`src/rtl/fpnew_special_gen.sv`:
```
// Generates IEEE special/boundary values (zero, inf, NaNs, extremes, one) through a valid/ready pipeline.
// Define FPNEW_SPECIAL_GEN_BOX_EN to NaN-box results narrower than Flen; otherwise the upper bits are zero.
module fpnew_special_gen #(
  parameter int unsigned FpFormat    = 0,
  parameter int unsigned Flen        = 32,
  parameter int unsigned NumPipeRegs = 1,
  parameter int unsigned TagWidth    = 1
) (
  input  logic                clk_i,
  input  logic                rst_ni,
  input  logic [2:0]          class_i,
  input  logic                sign_i,
  input  logic [TagWidth-1:0] tag_i,
  input  logic                in_valid_i,
  output logic                in_ready_o,
  input  logic                flush_i,
  output logic [Flen-1:0]     result_o,
  output logic [TagWidth-1:0] tag_o,
  output logic                out_valid_o,
  input  logic                out_ready_i,
  output logic                busy_o
);

  // Format order: FP32, FP64, FP16, FP8, FP16ALT
  function automatic int unsigned exp_bits(input int unsigned fmt);
    case (fmt)
      1:       return 11;
      2, 3:    return 5;
      default: return 8;
    endcase
  endfunction

  function automatic int unsigned man_bits(input int unsigned fmt);
    case (fmt)
      1:       return 52;
      2:       return 10;
      3:       return 2;
      4:       return 7;
      default: return 23;
    endcase
  endfunction

  localparam int unsigned E     = exp_bits(FpFormat);
  localparam int unsigned M     = man_bits(FpFormat);
  localparam int unsigned WIDTH = 1 + E + M;

`ifdef FPNEW_SPECIAL_GEN_BOX_EN
  localparam logic BOX_BIT = 1'b1;
`else
  localparam logic BOX_BIT = 1'b0;
`endif

  localparam logic [E-1:0] EXP_ONES = {E{1'b1}};
  localparam logic [E-1:0] EXP_MAXN = {{(E-1){1'b1}}, 1'b0};
  localparam logic [E-1:0] EXP_BIAS = {1'b0, {(E-1){1'b1}}};
  localparam logic [E-1:0] EXP_ONE  = {{(E-1){1'b0}}, 1'b1};
  localparam logic [M-1:0] MAN_ONES = {M{1'b1}};
  localparam logic [M-1:0] MAN_MSB  = {1'b1, {(M-1){1'b0}}};
  localparam logic [M-1:0] MAN_LSB  = {{(M-1){1'b0}}, 1'b1};

  logic            gen_sign;
  logic [E-1:0]    gen_exp;
  logic [M-1:0]    gen_man;
  logic [Flen-1:0] gen_res;

  always_comb begin
    gen_sign = sign_i;
    gen_exp  = '0;
    gen_man  = '0;
    case (class_i)
      3'd0: ;
      3'd1: gen_exp = EXP_ONES;
      3'd2: begin gen_sign = 1'b0; gen_exp = EXP_ONES; gen_man = MAN_MSB; end
      3'd3: begin gen_sign = 1'b0; gen_exp = EXP_ONES; gen_man = MAN_LSB; end
      3'd4: begin gen_exp = EXP_MAXN; gen_man = MAN_ONES; end
      3'd5: gen_exp = EXP_ONE;
      3'd6: gen_man = MAN_LSB;
      3'd7: gen_exp = EXP_BIAS;
    endcase
  end

  if (Flen > WIDTH) begin : g_box
    assign gen_res = {{(Flen-WIDTH){BOX_BIT}}, gen_sign, gen_exp, gen_man};
  end else begin : g_nobox
    assign gen_res = {gen_sign, gen_exp, gen_man};
  end

  if (NumPipeRegs == 0) begin : g_comb
    assign result_o    = gen_res;
    assign tag_o       = tag_i;
    assign out_valid_o = in_valid_i;
    assign in_ready_o  = out_ready_i;
    assign busy_o      = 1'b0;
  end else begin : g_pipe
    localparam int N = NumPipeRegs;

    logic [N-1:0]        valid_q;
    logic [N-1:0]        up_valid;
    logic [N:0]          ready;
    logic [Flen-1:0]     res_q  [N];
    logic [TagWidth-1:0] tag_q  [N];
    logic [Flen-1:0]     up_res [N];
    logic [TagWidth-1:0] up_tag [N];

    // A stage may take new data when empty or when its content leaves this cycle
    assign ready[N] = out_ready_i;
    for (genvar i = 0; i < N; i++) begin : g_ready
      assign ready[i] = ~valid_q[i] | ready[i+1];
    end

    assign up_valid = N'({valid_q, in_valid_i});

    always_comb begin
      up_res[0] = gen_res;
      up_tag[0] = tag_i;
      for (int i = 1; i < N; i++) begin
        up_res[i] = res_q[i-1];
        up_tag[i] = tag_q[i-1];
      end
    end

    always_ff @(posedge clk_i or negedge rst_ni) begin
      if (!rst_ni) begin
        valid_q <= '0;
      end else if (flush_i) begin
        valid_q <= '0;
      end else begin
        for (int i = 0; i < N; i++) begin
          if (ready[i]) valid_q[i] <= up_valid[i];
        end
      end
    end

    always_ff @(posedge clk_i) begin
      for (int i = 0; i < N; i++) begin
        if (ready[i] && up_valid[i]) begin
          res_q[i] <= up_res[i];
          tag_q[i] <= up_tag[i];
        end
      end
    end

    assign result_o    = res_q[N-1];
    assign tag_o       = tag_q[N-1];
    assign out_valid_o = valid_q[N-1];
    assign in_ready_o  = ready[0] & ~flush_i;
    assign busy_o      = |valid_q;
  end

endmodule

```
`config.mk`:
```
export PLATFORM = sky130hd
export DESIGN_NAME = fpnew_special_gen
export DESIGN_NICKNAME = d
export VERILOG_FILES = /design/src/rtl/fpnew_special_gen.sv
export SDC_FILE = /design/constraint.sdc
export NUM_CORES = 1
export LEC_CHECK = 0
export BUFFER_PORTS_ARGS = -buffer_cell sky130_fd_sc_hd__buf_2
export CAP_MARGIN = 20
export CORE_MARGIN = 8
export CORE_UTILIZATION = 38
export CTS_CLUSTER_DIAMETER = 40
export CTS_CLUSTER_SIZE = 30
export DETAILED_ROUTE_END_ITERATION = 16
export PLACE_DENSITY_LB_ADDON = 0.05
export SLEW_MARGIN = 40
export SYNTH_ARGS = -nofsm -noshare
export SYNTH_HDL_FRONTEND = slang
export SYNTH_SLANG_ARGS = --single-unit
```
`constraint.sdc`:
```
create_clock -name clk_i -period 1.4 [get_ports clk_i]
set_input_delay 0.07 -clock clk_i [delete_from_list [all_inputs] [get_ports clk_i]]
set_output_delay 0.07 -clock clk_i [all_outputs]
set_load 0.01 [all_outputs]
```
# Yosys cells after proc, flatten, opt, wreduce, memory -nomap -nowiden
# Memories as Yosys holds them, arrays and structs flattened.
# Cells that the tools add are included.
word_totals:
  ff_bits: 1
  ramBits: 33
  input_bits: 10
  word_cells: 26
  n_memories: 2
memory_table:
  columns: ["name", "depth", "width", "rd", "rd_ports_with_merged_regs", "write_ports", "line", "rtl"]
  rows:
  - ["g_pipe.res_q", 1, 32, 1, 0, 1, "100", "logic [Flen-1:0] res_q [N];"]
  - ["g_pipe.tag_q", 1, 1, 1, 0, 1, "101", "logic [TagWidth-1:0] tag_q [N];"]
classes:
  eq_ne: 7
  n_mux: 7
  bitwise_logic: 4
  n_reduce_logical: 5
op_table:
  columns: ["cell", "count"]
  rows:
  - ["one-hot mux 23 bit (3 select lines)", 1]
  - ["one-hot mux 8 bit (4 select lines)", 1]
  - ["equality test 3 bit, second input constant", 4]
  - ["equality test 3 x 2 -> 1 bit, second input constant", 2]
  - ["2-to-1 mux 1 bit", 5]
  - ["OR reduction 2 bit", 2]
  - ["equality test 3 x 1 -> 1 bit, second input constant", 1]
  - ["OR reduction 3 bit", 1]
  - ["NOT 1 bit", 2]
  - ["nonzero test 2 bit", 1]
  - ["AND 1 bit", 1]
  - ["logical AND 1 bit", 1]
  - ["OR 1 bit", 1]

# Depth between registers and ports, before layout
logic_depth:
  ltp_word: 5
  mapped_depth: 3

# Worst setup path before layout
# OpenSTA, ideal clock, no wires.
synth_path:
  kind: "register -> register"
  from: "register g_pipe.valid_q (netlist: busy_o)"
  to: "memory g_pipe.res_q[0][0] (enable)"
  arrival_ps: 897
  slack_ps: 127
  path_stages_with_launch: 2
  path_buffers: 0
  synth_period_minus_slack_ps: 1273
  cell_sequence: "dfrtp_1 -> a21oi_1"
synth_between:
  elab_chain_cells: 5
synth_rtl:
  columns: ["item", "line", "rtl"]
  rows:
  - ["start, declared", "97", "logic [N-1:0] valid_q;"]
  - ["start signal, assigned by index", "129", "if (ready[i]) valid_q[i] <= up_valid[i];"]
  - ["NOT 1 bit", "108", "assign ready[i] = ~valid_q[i] | ready[i+1];"]
  - ["OR 1 bit", "108", null]
  - ["logical AND 1 bit", "136", "if (ready[i] && up_valid[i]) begin"]
  - ["2-to-1 mux 1 bit", "136", null]
  - ["2-to-1 mux 1 bit (implied by the code)", "137", "res_q[i] <= up_res[i];"]
  - ["end, declared", "100", null]
# No other way between the ends.

==> metrics.yaml <==
status: "finished, final reports clean"
seq_power_share_pct: 47.6
cts_resized: 0
r2r_start: "busy_o"
synth.most_common_cell: "buf_4"
end_kind: "primary output"
slowest_stage: "edfxtp_1"
power_mw: 0.688
cpLargestDelayFamily: "flip-flops"
gr-total-overflow: 0
clock_skew_ns: 0.00211
h-tree-depth: 1
ant_nets: 0
synth_xor_area_share_pct: 2.99
finalHoldViolations: 0
first_pass_iters: 2
syn_inst: 55
peakVddDrop_mv: 0.446
cp.arrival_ns: 1.07
ys.warnings.count: 0
num_vias: 393
cp_max_fo: 21
ff2ff_setup_slack_ns: 0.37
drt-total-wl_mm: 1.22
synthFlopType: "edfxtp_1"
synthToLayoutAreaGrowth_pct: 18.6
fp.dieW_um: 55.3
startpoint_type: "flip-flop"
layout.nets: 92
netSwitchingPower_mw: 0.188
vias_per_cell: 4.05
power.density_nw_per_um2: 989
synth_nets: 65
p_leak_nw: 0.365
grt_pass1_wl_mm: 1.89
synthAdderAreaFrac_pct: 0
fin_ws_ns: 0.263
tightest_slew_ns: 0.405
worstPathCellList: "buf_2"
cpPeakStageDelay_ns: 0.59
finalSetupViolations: 0
p_sw_share_pct: 27.4
cts_tree: "done"
first_iter_violations: 7
reg2reg_depth: 2
synth_edf_count: 8
synth.ff_latch_count: 9
drc: 0
multiInputGateArea_sq_um: 110
diodes: 0
min_period_ns: 1.14
r2r_end: "g_pipe.res_q[0][31]"
dp_slack_ns: 0.387
rsz0062_at_grt: "no"
tns_ns: 0
path_clk_slew_ns: 0.06
synth-simple-area-share_pct: 9.38
max_freq_mhz: 880
min_path_type: "in2reg"
synth_cell_type_count: 16
cts_buffer_depth: 2
antenna_found_initial: 0
synth_compound_area_share_pct: 4.69
required_ns: 1.33
p_clk_share_pct: 28.7
synth_top_area_share_pct: 40.9
clockRootBuffer: "clkbuf_4"
numCtsBuffers: 3
clk_latency_ns: 0.25
dp_hpwl_um: 969
cts.sinks: 9
yosysTopAreaCell: "edfxtp_1"
fin_crit_sh_pct: 81.2
fp-row-count: 14
synth_top_family_by_area: "buffers and inverters"
slew_violations: 0
die_y_um: 55.3
core_area_sq_um: 1470
gp_congestion: 0.616
comb_power_share_pct: 23.6
drv_cap: 0
crit_buf_inv: 1
async_flop_share_pct: 11.1
routedWlPerCell_um: 12.6
grt_usage_pct: 7.53
n_fill_cell: 160
grt_max_degree: 22
drive_above_1_share_pct: 61.7
crit_start: "g_pipe.res_q[0][21]"
io_buffers: 45
die-area_sq_um: 3060
ios: 46
syn_area_per_cell_sq_um: 10.7
crit_cells: 1
initial_core_util_pct: 39.9
p_int_mw: 0.499
first_global_vias: 389
muxShareOfSynthArea_pct: 1.71
ys_top_cells_by_area: "edfxtp_1 (41%), buf_4 (33%), dfrtp_1 (4.3%)"
synth_common_cells: "buf_4 (26), edfxtp_1 (8), a21oi_1 (4)"
synthesis.area_sq_um: 587
relSlewSlack_pct: 73.0
critPathCapture: "result_o[6]"
critPathKind: "reg2out"
yosysSeqAreaShare_pct: 45.2
ff_latch_area_sq_um: 265
-- cells by family (layout without fill, tap and decap cells) --
logic type,count (synthesis),count (layout)
AO/OA/AOI/OAI,5,5
XOR/XNOR,2,2
buffers and inverters,30,56
flip-flops,9,9
multiplexers,1,1
AND/OR/NAND/NOR,8,8
-- flip-flops by register name, summed over array words and instances (netlist names) --
register and cells:
busy_o 1, g_pipe.tag_q 1, g_pipe.res_q 7
-- stage by stage --
step	utilization, %	area [sq um]	hold WS, ns	cells
after floorplan	-	587	-0.226	55
after global placement	43.5	639	-0.155	90
after detailed placement	43.5	639	-0.154	90
after CTS	47.3	696	0.0608	97
after global routing	47.3	696	0.0926	97
final	47.3	696	0.0726	97
-- power groups by stage --
stage	registers (mW)	clock network, mW	logic [mW]
4_1_cts	0.329	0.206	0.166
6_report	0.328	0.198	0.163
2_1_floorplan	0.345	0	0.123
3_3_place_gp	0.333	0	0.161
3_5_place_dp	0.334	0	0.160
5_1_grt	0.332	0.215	0.176
-- placed cells by master, fill, tap and decap left out, types with 3 or more instances in the layout --
master         netlist  final
a21oi_1              4      4
clkbuf_4             0      3
nand2b_1             3      3
dlygate4sd3_1        0      3
edfxtp_1             8      8
inv_1                3      3
buf_2                1     45
-- worst min-delay path by stage --
stage	startpoint	end	slack [ns]	cells past startpoint
final	in_valid_i	busy_o	0.07	3
after global routing	out_ready_i	busy_o	0.09	3
after CTS	in_valid_i	busy_o	0.06	3
after detailed placement	rst_ni	busy_o	-0.15	1
after global placement	rst_ni	busy_o	-0.15	1
after floorplan	rst_ni	busy_o	-0.23	0
-- worst min-delay path, stage by stage --
cell     delay [ns]
buf_2          0.10
inv_1          0.06
a21oi_1        0.06
-- layout make-up --
type,instances,area share [%]
repair buffers,49,37.8
well taps,16,2.88
flip-flops and latches,9,38.1
clock buffers,4,3.78
inverters,3,1.62
multi-input cells,16,15.8
-- per-layer routing --
metal | track usage (%) | routed length (um) | up-vias | part of all wire, %
li1 | - | - | 203 | -
met1 | 6.55 | 451 | 169 | 37
met2 | 13.1 | 641 | 19 | 53
met3 | 4.34 | 121 | 2 | 9.9
met4 | 4.23 | 4 | 0 | 0.33
met5 | 0 | 0 | - | 0
-- what timing repair did --
action,CTS,global route
endpoints found under the hold margin,3,0
hold buffers,3,0
endpoints found under the setup margin,0,0
setup buffers,0,0
No activity file was read; power rests on OpenSTA's default activity.
